==> src/rtl/bus_arbiter.sv <==
// Single-outstanding arbiter between the fetch read port and the execute data port onto
// one external memory bus. Data wins by default; a streak counter hands fetch one grant.
module bus_arbiter #(
  parameter int unsigned STARVE_LIMIT = 4
) (
  input  logic        clock,
  input  logic        reset,
  input  logic        fetch_read_valid,
  input  logic [31:0] fetch_read_address,
  output logic        fetch_read_ready,
  output logic [31:0] fetch_read_data,
  input  logic        fetch_flush,
  input  logic        data_valid,
  input  logic        data_write,
  input  logic [31:0] data_address,
  input  logic [31:0] data_write_data,
  output logic        data_ready,
  output logic [31:0] data_read_data,
  output logic        bus_valid,
  output logic        bus_write,
  output logic [31:0] bus_address,
  output logic [31:0] bus_write_data,
  input  logic        bus_ready,
  input  logic [31:0] bus_read_data
);

  localparam int unsigned AW = 32;
  localparam int unsigned DW = 32;
  localparam int unsigned SW = $clog2(STARVE_LIMIT + 1);

  typedef enum logic [1:0] {
    IDLE    = 2'd0,
    ISSUE   = 2'd1,
    RESPOND = 2'd2
  } state_t;

  state_t        state, state_nx;
  logic          owner_fetch, owner_fetch_nx;
  logic [SW-1:0] streak, streak_nx;
  logic          discard, discard_nx;

  logic          bus_valid_nx;
  logic          bus_write_nx;
  logic [AW-1:0] bus_address_nx;
  logic [DW-1:0] bus_write_data_nx;
  logic          fetch_read_ready_nx;
  logic [DW-1:0] fetch_read_data_nx;
  logic          data_ready_nx;
  logic [DW-1:0] data_read_data_nx;

  logic          fetch_req;
  logic          grant_data;
  logic          grant_fetch;

  // A flush in the arbitration cycle hides the fetch request for that cycle only.
  assign fetch_req   = fetch_read_valid && !fetch_flush;
  assign grant_data  = data_valid && !(fetch_req && (streak == SW'(STARVE_LIMIT)));
  assign grant_fetch = fetch_req && !grant_data;

  // State and output registers.
  always_ff @(posedge clock) begin
    if (reset) begin
      state            <= IDLE;
      owner_fetch      <= 1'b0;
      streak           <= '0;
      discard          <= 1'b0;
      bus_valid        <= 1'b0;
      bus_write        <= 1'b0;
      bus_address      <= '0;
      bus_write_data   <= '0;
      fetch_read_ready <= 1'b0;
      fetch_read_data  <= '0;
      data_ready       <= 1'b0;
      data_read_data   <= '0;
    end else begin
      state            <= state_nx;
      owner_fetch      <= owner_fetch_nx;
      streak           <= streak_nx;
      discard          <= discard_nx;
      bus_valid        <= bus_valid_nx;
      bus_write        <= bus_write_nx;
      bus_address      <= bus_address_nx;
      bus_write_data   <= bus_write_data_nx;
      fetch_read_ready <= fetch_read_ready_nx;
      fetch_read_data  <= fetch_read_data_nx;
      data_ready       <= data_ready_nx;
      data_read_data   <= data_read_data_nx;
    end
  end

  // Next-state and next-output logic.
  always_comb begin
    state_nx            = state;
    owner_fetch_nx      = owner_fetch;
    streak_nx           = streak;
    discard_nx          = discard;
    bus_valid_nx        = bus_valid;
    bus_write_nx        = bus_write;
    bus_address_nx      = bus_address;
    bus_write_data_nx   = bus_write_data;
    fetch_read_ready_nx = 1'b0;
    fetch_read_data_nx  = fetch_read_data;
    data_ready_nx       = 1'b0;
    data_read_data_nx   = data_read_data;

    case (state)
      IDLE: begin
        if (!fetch_req) begin
          streak_nx = '0;
        end
        if (grant_data) begin
          owner_fetch_nx    = 1'b0;
          bus_valid_nx      = 1'b1;
          bus_write_nx      = data_write;
          bus_address_nx    = data_address;
          bus_write_data_nx = data_write_data;
          state_nx          = ISSUE;
          // Count data grants that overtook a waiting fetch.
          if (fetch_req && (streak != SW'(STARVE_LIMIT))) begin
            streak_nx = streak + SW'(1);
          end
        end else if (grant_fetch) begin
          owner_fetch_nx    = 1'b1;
          bus_valid_nx      = 1'b1;
          bus_write_nx      = 1'b0;
          bus_address_nx    = fetch_read_address;
          bus_write_data_nx = '0;
          streak_nx         = '0;
          state_nx          = ISSUE;
        end
      end

      ISSUE: begin
        if (owner_fetch && fetch_flush) begin
          discard_nx = 1'b1;
        end
        if (bus_ready) begin
          bus_valid_nx = 1'b0;
          state_nx     = RESPOND;
          if (owner_fetch) begin
            // A redirected fetch still completes on the bus but is dropped here.
            if (!(discard || fetch_flush)) begin
              fetch_read_ready_nx = 1'b1;
              fetch_read_data_nx  = bus_read_data;
            end
          end else begin
            data_ready_nx = 1'b1;
            if (!bus_write) begin
              data_read_data_nx = bus_read_data;
            end
          end
        end
      end

      RESPOND: begin
        discard_nx = 1'b0;
        state_nx   = IDLE;
      end

      default: begin
        state_nx = IDLE;
      end
    endcase
  end

endmodule

==> config.mk <==
export PLATFORM = sky130hd
export DESIGN_NAME = bus_arbiter
export DESIGN_NICKNAME = d
export VERILOG_FILES = /design/src/rtl/bus_arbiter.sv
export SDC_FILE = /design/constraint.sdc
export NUM_CORES = 1
export LEC_CHECK = 0
export ABC_AREA = 1
export BUFFER_PORTS_ARGS = -buffer_cell sky130_fd_sc_hd__buf_2
export CAP_MARGIN = 20
export CORE_MARGIN = 1
export CORE_UTILIZATION = 35
export CTS_CLUSTER_DIAMETER = 200
export CTS_CLUSTER_SIZE = 24
export DETAILED_ROUTE_END_ITERATION = 12
export REMOVE_ABC_BUFFERS = 1
export SLEW_MARGIN = 40
export SYNTH_ARGS = -nofsm -noshare
export SYNTH_HDL_FRONTEND = slang
export SYNTH_SLANG_ARGS = --single-unit
==> constraint.sdc <==
create_clock -name clock -period 3.5 [get_ports clock]
set_input_delay 0.525 -clock clock [delete_from_list [all_inputs] [get_ports clock]]
set_output_delay 0.525 -clock clock [all_outputs]
set_load 0.02 [all_outputs]
==> metrics, run 1 <==
Syn. warnings 0; synth-to-layout area growth 35.1%; share of cells above drive strength 1 between 30% and 40%; post-route clock period utilization 71.3%; setup bufs post-CTS 0; Post-Place Cells 1196; Core Area 15400 sq um; kind of critical path reg -> reg; PortBufs 266; Area contributors post-synth dfxtp_1 50%, nand2_1 9.5%, nor2_1 9.1%, a21oi_1 6.5%, nand3_1 6.0%; worst-margin pin slew 0.808 ns; post-synth top area share 49.8%; crit start category register; Post-route DRC 0; clock latency on the worst-skew pair around 0.41 ns; die height ~130 um; Peak VDD IR approximately 0.00034 V; Remaining Overflow, GRT 0; I/O pin count 267; cell row count 45; #FFs+latches synth 139; crit path capture type register; Fin. Hold Viols 0; clk slew on worst S/H paths 0.06 ns; Post-Route Setup TNS 0 ns; critical path peak fanout 34; EDFF count, synth 0; Mapped Area 5580 sq um; most instantiated cells after synthesis 142 x nand2_1, 139 x dfxtp_1, 136 x nor2_1, 72 x a21oi_1, 72 x inv_1; unrepaired setup endpoints after global routing no; async set-reset flop share out of synthesis 0%; status completed; synth unique cells 23; vias in the first global route roughly 5200; CTS tree built; largest area contributor in the netlist dfxtp_1; largest net degree at the start of global routing 76; die area 16500 sq um; Post-synth top flop dfxtp_1; Clock Tree Buf Depth 2; Post-Syn Instances 762; Avg Cell Area, Syn 7.33 sq um; Clock Sinks 139; minimum clock period 2.50 ns; DR pass1 iterations 5; Cell Pwr Density 547 nW/um^2; Hold Crit Class in -> reg; Initial DRC Count 315; Post-Layout Cell Count 1229; Post-CTS Hold Fix Bufs 0; most common cell in the netlist nand2_1; leak pwr 3.88 nW; CP required ~3.8 ns; number of vias per cell 4.55; Fin Clk Skew 0.00648 ns; Slew Viols, Final 0; sequential fraction of the synthesis area between 40% and 50%; drt wl/cell 13.6 um; Final #Nets ~1100; Final Util 49.1%; GRT Overall Usage ~20%; Post-DP HPWL between 10000 and 15000 um; Initial Util 36.3%; fmax 401 MHz; Post-DRT Antenna Nets 0; Max Cap Viol 0; final wirelength 16700 um; Critical Path AT between 2 and 3 ns; first-pass GRT wire length 26100 um; vias post-DR 5593; Die W 128 um; htree depth 4; Placer Congestion 0.799; Slew Limit Headroom a little under half; Setup-failing EPs final 0; Resize count post-CTS 0; WHS roughly 0.35 ns; Num CTS Buffers 17; Root Driver clkbuf_16; initial antenna violation count 1
-- routing by layer --
metal	up-vias	GRT usage [%]	wire length (um)
met2	190	33.4	7950
met3	21	7.68	1370
met5	-	0	0
li1	2891	-	-
met1	2491	24.2	6980
met4	0	7.89	370
-- cells in the final DEF, fill, tap and decap left out, types with 4 or more instances in the layout --
| cell type | n |
|---|---|
| inv_2 | 4 |
| o21ai_1 | 27 |
| buf_2 | 266 |
| inv_1 | 72 |
| dfxtp_1 | 139 |
| clkbuf_16 | 17 |
| buf_4 | 6 |
| o21ai_0 | 39 |
| nand3_1 | 67 |
| a21oi_1 | 72 |
| nor2_1 | 136 |
| clkinvlp_4 | 5 |
| nand2_1 | 142 |
-- report_power, final --
group          internal (W)  switching (W)  total, W
clock network       0.00114       0.000700   0.00184
logic              0.000201       0.000367  0.000568
registers           0.00167      0.0000456   0.00172
total               0.00301        0.00111   0.00413
-- layout make-up --
class	count	area, sq um
Fill cell	1591	7830
Sequential cell	139	2780
Multi-Input combinational cell	498	2220
Timing Repair Buffer	272	1380
Clock buffer	19	443
Inverter	76	285
Tap cell	211	264
Clock inverter	13	168
Antenna cell	1	2.50
-- final timing paths --
check | from | endpoint | cells past startpoint | slack (ns)
min reg2reg | bus_write_data[0] | bus_write_data[0] | 2 | 0.46
max | streak[0] | bus_write_data[14] | 9 | 1.00
min | bus_read_data[30] | fetch_read_data[30] | 3 | 0.35
max reg2reg | streak[0] | bus_write_data[14] | 9 | 1.00
-- cell families after synthesis --
family | count (synthesis) | share of synthesized area [%]
and+or+nand+nor | 357 | 26.8
adders and majority gates | 2 | 0.448
AOI/OAI and AO/OA | 139 | 12.5
buffers and inverters | 125 | 10.4
DFF | 139 | 49.8
-- worst max-delay path, stage by stage (launching register included) --
cell	delay, ns
dfxtp_1	0.35
inv_1	0.06
ha_1	0.19
nand2_1	0.10
inv_1	0.06
nand2_2	0.48
nand2_4	0.41
nor2_8	0.50
nand2_1	0.11
a21oi_1	0.14
-- flip-flops by register name, summed over array words and instances (netlist names), 2 cells and up --
name / count
bus_address: 32
bus_write_data: 32
data_read_data: 32
fetch_read_data: 32
state: 2
streak: 3
-- per-stage QoR --
stage               total power, W  worst slack (ns)  instance area, sq um
global placement           0.00232              1.05                  6930
CTS                        0.00417              1.00                  7540
detailed placement         0.00232              1.00                  6930
finish                     0.00413              1.00                  7540
floorplan                  0.00206              1.60                  5290
global route               0.00431             0.735                  7540
(Power assumes the default switching activity.)
==> inputs of run 2 (changes only) <==
--- a/config.mk
+++ b/config.mk
@@ -13,6 +13,7 @@
 export CTS_CLUSTER_DIAMETER = 200
 export CTS_CLUSTER_SIZE = 24
 export DETAILED_ROUTE_END_ITERATION = 12
+export PLACE_DENSITY = 0.66
 export REMOVE_ABC_BUFFERS = 1
 export SLEW_MARGIN = 40
 export SYNTH_ARGS = -nofsm -noshare
==> constraint.sdc (replaced) <==
create_clock -name clock -period 2 [get_ports clock]
set_input_delay 0.3 -clock clock [delete_from_list [all_inputs] [get_ports clock]]
set_output_delay 0.3 -clock clock [all_outputs]
set_load 0.02 [all_outputs]
==> metrics, run 2 (same netlist as run 1, synthesis figures left out) <==
status completed (unchanged); Clock Tree Buf Depth 2 (unchanged); largest net degree at the start of global routing 76 (unchanged); Max stage delay on crit path 0.36 ns (was 0.50 ns); Post-DRT Antenna Nets 0 (unchanged); setup bufs post-CTS 0 (unchanged); Post-Place Cells 1201 (was 1196); antenna cells 0 (was 1); Resize count post-CTS 0 (unchanged); Remaining Overflow, GRT 0 (unchanged); kind of critical path reg -> reg (unchanged); leak pwr 3.91 nW (was 3.88 nW); final wirelength 16100 um (was 16700 um); crit-path cells inv_1, ha_1, nand2_1, inv_1, nand2_2, nand2_4, nor2_8, nand2_1, a21oi_1 (unchanged); Placer Congestion 0.820 (was 0.799); htree depth 4 (unchanged); Die W 128 um (unchanged); Post-Layout Cell Count 1233 (was 1229); drt wl/cell 13.1 um (was 13.6 um); crit path capture type register (unchanged); clock latency on the worst-skew pair 0.42 ns (was 0.41 ns); Setup-failing EPs final 0 (unchanged); critical path's top delay family simple AND/OR/NAND/NOR gates (unchanged); crit start category register (unchanged); critical path peak fanout 34 (unchanged); Post-route DRC 0 (unchanged); die area 16500 sq um (unchanged); Max Cap Viol 0 (unchanged); Core Area 15400 sq um (unchanged); post-route clock period utilization 81.6% (was 71.3%); cell row count 45 (unchanged); Fin Clk Skew 0.00957 ns (was 0.00648 ns); unrepaired setup endpoints after global routing no (unchanged); Cell Pwr Density 935 nW/um^2 (was 547 nW/um^2); Slew Viols, Final 0 (unchanged); Initial Util 36.3% (unchanged); Post-Route Setup TNS 0 ns (unchanged); Fill cells 1558 (was 1591); Buf+Inv Stages, Crit Path 2 (unchanged); initial antenna violation count 1 (unchanged); Fin. Hold Viols 0 (unchanged); CTS tree built (unchanged); CP required 2.35 ns (was 3.83 ns); I/O pin count 267 (unchanged); area occupied by multi-input gates 2220 sq um (unchanged); worst-margin pin slew 0.594 ns (was 0.808 ns); die height 128 um (unchanged); clk slew on worst S/H paths 0.07 ns (was 0.06 ns); Peak VDD IR 0.00100 V (was 0.000343 V); Post-DP HPWL 11200 um (was 11800 um); share of cells above drive strength 1 31.6% (was 31.2%); vias in the first global route 5227 (was 5174); Clock Sinks 139 (unchanged); Post-CTS Hold Fix Bufs 0 (unchanged); most common cell after layout, fill and taps aside buf_2 (unchanged); GRT Overall Usage 20.1% (was 20.4%); slowest library cell on the worst path nor2_8 (unchanged); vias post-DR 5668 (was 5593); Initial DRC Count 307 (was 315); most frequent cells in the layout 266 x buf_2, 142 x nand2_1, 139 x dfxtp_1 (unchanged); number of vias per cell 4.60 (was 4.55); Num CTS Buffers 17 (unchanged); first-pass GRT wire length 26000 um (was 26100 um); fmax 613 MHz (was 401 MHz); PortBufs 266 (unchanged); Slew Limit Headroom 60.4% (was 46.1%); DR pass1 iterations 4 (was 5); Critical Path AT 1.98 ns (was 2.83 ns); synth-to-layout area growth 35.8% (was 35.1%); Hold Crit Class in -> reg (unchanged); Final #Nets 1146 (was 1141); Seq. cell area 2780 sq um (unchanged); Root Driver clkbuf_16 (unchanged); minimum clock period 1.63 ns (was 2.50 ns)
run 2: where the power goes:
group,switching [W],total (W),internal (W)
clock,0.00133,0.00309,0.00176
sequential,0.0000759,0.00300,0.00292
combinational,0.000640,0.00101,0.000371
run 2: final timing paths:
check	end	depth (start not counted)	startpoint	slack, ns
worst max-delay path	bus_write_data[31]	9	streak[0]	0.37
worst min-delay path	fetch_read_data[16]	3	bus_read_data[16]	0.12
worst max register to register	bus_write_data[31]	9	streak[0]	0.37
worst min register to register	bus_valid	2	bus_valid	0.46
run 2: final cells by class:
type / count / area share [%]
clock buffer: 17 / 5.61
clock inverter: 15 / 2.03
timing repair buffer: 277 / 19.1
inverter: 76 / 3.76
tap: 211 / 3.48
multi-input combinational: 498 / 29.3
sequential: 139 / 36.7
run 2: layer usage:
metal	share of wire (%)	vias up	global-route usage, %	routed length (um)
met3	7.9	27	6.72	1270
met2	49	208	34.1	7850
met4	2.3	2	7.96	366
met5	0.081	-	0	13
met1	41	2532	23.2	6610
li1	-	2899	-	-
run 2: metrics by stage:
step                      cell area, sq um  total power, W  util (%)  setup WS [ns]  hold WS, ns
after detailed placement              7000         0.00408      45.6          0.339        0.450
after CTS                             7580         0.00718      49.3          0.326        0.102
after floorplan                       5290         0.00361         -         0.0957        0.369
after global routing                  7580         0.00740      49.3         0.0991        0.122
final                                 7580         0.00709      49.3          0.369        0.116
after global placement                7000         0.00407      45.6          0.411        0.449
run 2: tightest hold or removal path: cells and delay by family:
family / cells / cell delay, ns
AND/OR/NAND/NOR: 2 / 0.12
buffers and inverters: 1 / 0.08
==> inputs of run 3 (changes only) <==
--- a/config.mk
+++ b/config.mk
@@ -13,7 +13,6 @@
 export CTS_CLUSTER_DIAMETER = 200
 export CTS_CLUSTER_SIZE = 24
 export DETAILED_ROUTE_END_ITERATION = 12
-export PLACE_DENSITY = 0.66
 export REMOVE_ABC_BUFFERS = 1
 export SLEW_MARGIN = 40
 export SYNTH_ARGS = -nofsm -noshare
==> constraint.sdc (replaced) <==
create_clock -name clock -period 1.6 [get_ports clock]
set_input_delay 0.24 -clock clock [delete_from_list [all_inputs] [get_ports clock]]
set_output_delay 0.24 -clock clock [all_outputs]
set_load 0.02 [all_outputs]
==> metrics, run 3 (same netlist as run 1, synthesis figures left out) <==
status completed (unchanged); PortBufs 266 (unchanged); WHS 0.0535 ns (was 0.116 ns); power share of the sequential group 42.8% (was 42.2%); antenna cells 0 (unchanged); GRT Overall Usage 21.0% (was 20.1%); critical path's top delay family simple AND/OR/NAND/NOR gates (unchanged); Slew Viols, Final 0 (unchanged); kind of critical path reg -> reg (unchanged); clk slew on worst S/H paths 0.06 ns (was 0.07 ns); drt wl/cell 13.5 um (was 13.1 um); CP required 1.94 ns (was 2.35 ns); DR pass1 iterations 4 (unchanged); R2R Setup Slk 0.12 ns (was 0.37 ns); most common cell after layout, fill and taps aside buf_2 (unchanged); cell row count 45 (unchanged); clock latency on the worst-skew pair 0.42 ns (about the same); Clk network pwr share 42.3% (was 43.5%); Buf+Inv Stages, Crit Path 3 (was 2); worst r2r path cells 10 (was 9); minimum clock period 1.48 ns (was 1.63 ns); htree depth 4 (unchanged); slowest library cell on the worst path dfxtp_2 (was nor2_8); Max Cap Viol 0 (unchanged); Cell Pwr Density 1140 nW/um^2 (was 935 nW/um^2); critical path depth 10 (was 9); crit path capture type register (unchanged); synth-to-layout area growth 37.7% (was 35.8%); critical path peak fanout 17 (was 34); leak pwr 3.96 nW (was 3.91 nW); fmax 678 MHz (was 613 MHz); Post-DP HPWL 12000 um (was 11200 um); Fin Clk Skew 0.00893 ns (was 0.00957 ns); Resize count post-CTS 0 (unchanged); switch share 29.4% (was 28.8%); Fin. Hold Viols 0 (unchanged); Num CTS Buffers 17 (unchanged); Post-DRT Antenna Nets 0 (unchanged); Pint 0.00618 W (was 0.00505 W); CTS tree built (unchanged); Core Area 15400 sq um (unchanged); RR Startpoint streak[0] (unchanged); Initial Util 36.3% (unchanged); Slew Limit Headroom 76.3% (was 60.4%); post-route clock period utilization 92.2% (was 81.6%); Post-CTS Hold Fix Bufs 0 (unchanged); Post-route DRC 0 (unchanged); share of cells above drive strength 1 32.5% (was 31.6%); Placer Congestion 0.807 (was 0.820); most frequent cells in the layout 266 x buf_2, 140 x nand2_1, 137 x dfxtp_1 (was 266 x buf_2, 142 x nand2_1, 139 x dfxtp_1); Die W 128 um (unchanged); Clock Sinks 139 (unchanged); Setup-failing EPs final 0 (unchanged); first-pass GRT wire length 27000 um (was 26000 um); largest net degree at the start of global routing 76 (unchanged); power share of the combinational group 14.9% (was 14.3%); die height 128 um (unchanged); Crit. Startpoint streak[0] (unchanged); I/O pin count 267 (unchanged); Critical Path End bus_write_data[10] (was bus_write_data[31]); worst-margin pin slew 0.356 ns (was 0.594 ns); crit start category register (unchanged); setup bufs post-CTS 0 (unchanged); Hold Crit Class in -> reg (unchanged); vias post-DR 5624 (was 5668); reg2reg end bus_write_data[10] (was bus_write_data[31]); Initial DRC Count 279 (was 307); Critical Path AT 1.82 ns (was 1.98 ns); switching pwr 0.00257 W (was 0.00204 W); number of vias per cell 4.53 (was 4.60); initial antenna violation count 0 (was 1); vias in the first global route 5348 (was 5227); unrepaired setup endpoints after global routing no (unchanged); DP Worst Slack 0.0555 ns (was 0.339 ns); Peak VDD IR 0.000777 V (was 0.00100 V); Remaining Overflow, GRT 0 (unchanged); Final #Nets 1154 (was 1146); Clock Tree Buf Depth 2 (unchanged); final wirelength 16700 um (was 16100 um); Max stage delay on crit path 0.34 ns (was 0.36 ns); die area 16500 sq um (unchanged); crit-path cells inv_1, ha_1, nand2_2, inv_1, nand2_2, nand2_4, nor2_8, buf_12, nand2_1, a21oi_1 (was inv_1, ha_1, nand2_1, inv_1, nand2_2, nand2_4, nor2_8, nand2_1, a21oi_1); Root Driver clkbuf_16 (unchanged); setup slack after layout 0.124 ns (was 0.369 ns)
## run 3: power groups by stage
stage                     combinational [W]  clock (W)  sequential, W
final                               0.00131    0.00370        0.00375
after CTS                           0.00132    0.00377        0.00375
after global routing                0.00146    0.00392        0.00377
after detailed placement            0.00132          0        0.00382
after floorplan                    0.000463          0        0.00404
after global placement              0.00131          0        0.00382
## run 3: layout make-up
class                           instances  area (sq um)
Fill cell                            1597          7680
Sequential cell                       139          2790
Multi-Input combinational cell        498          2230
Timing Repair Buffer                  285          1570
Clock buffer                           17           425
Inverter                               76           288
Tap cell                              211           264
Clock inverter                         15           129
## run 3: through the flow
step	cell area [sq um]	utilization (%)	TNS, ns	cells	total power, W
5_1_grt	7690	50.0	0	1241	0.00915
6_report	7690	50.0	0	1241	0.00876
4_1_cts	7670	49.9	0	1241	0.00884
3_5_place_dp	7110	46.3	0	1209	0.00514
2_1_floorplan	5290	-	-15.38	713	0.00451
3_3_place_gp	7110	46.3	0	1209	0.00513
## run 3: worst min-delay path: cells and delay by family
kind | cells | cell delay, ns
buffers and inverters | 1 | 0.08
AND/OR/NAND/NOR | 2 | 0.12
## run 3: worst min path at each step
| stage | startpoint | depth (start not counted) | slack (ns) | endpoint |
|---|---|---|---|---|
| final | bus_read_data[22] | 3 | 0.05 | fetch_read_data[22] |
| after global routing | bus_read_data[14] | 3 | 0.05 | fetch_read_data[14] |
| after CTS | bus_read_data[22] | 3 | 0.04 | fetch_read_data[22] |
| after detailed placement | bus_write_data[21] | 2 | 0.45 | bus_write_data[21] |
| after global placement | bus_write_data[21] | 2 | 0.45 | bus_write_data[21] |
| after floorplan | reset | 1 | 0.31 | bus_address[0] |
## run 3: layer usage
| metal | vias to the layer above | track usage [%] | wire (um) |
|---|---|---|---|
| met5 | - | 0 | 0 |
| met4 | 0 | 7.54 | 307 |
| li1 | 2914 | - | - |
| met3 | 21 | 7.22 | 1380 |
| met2 | 208 | 35.0 | 8010 |
| met1 | 2481 | 24.8 | 7020 |
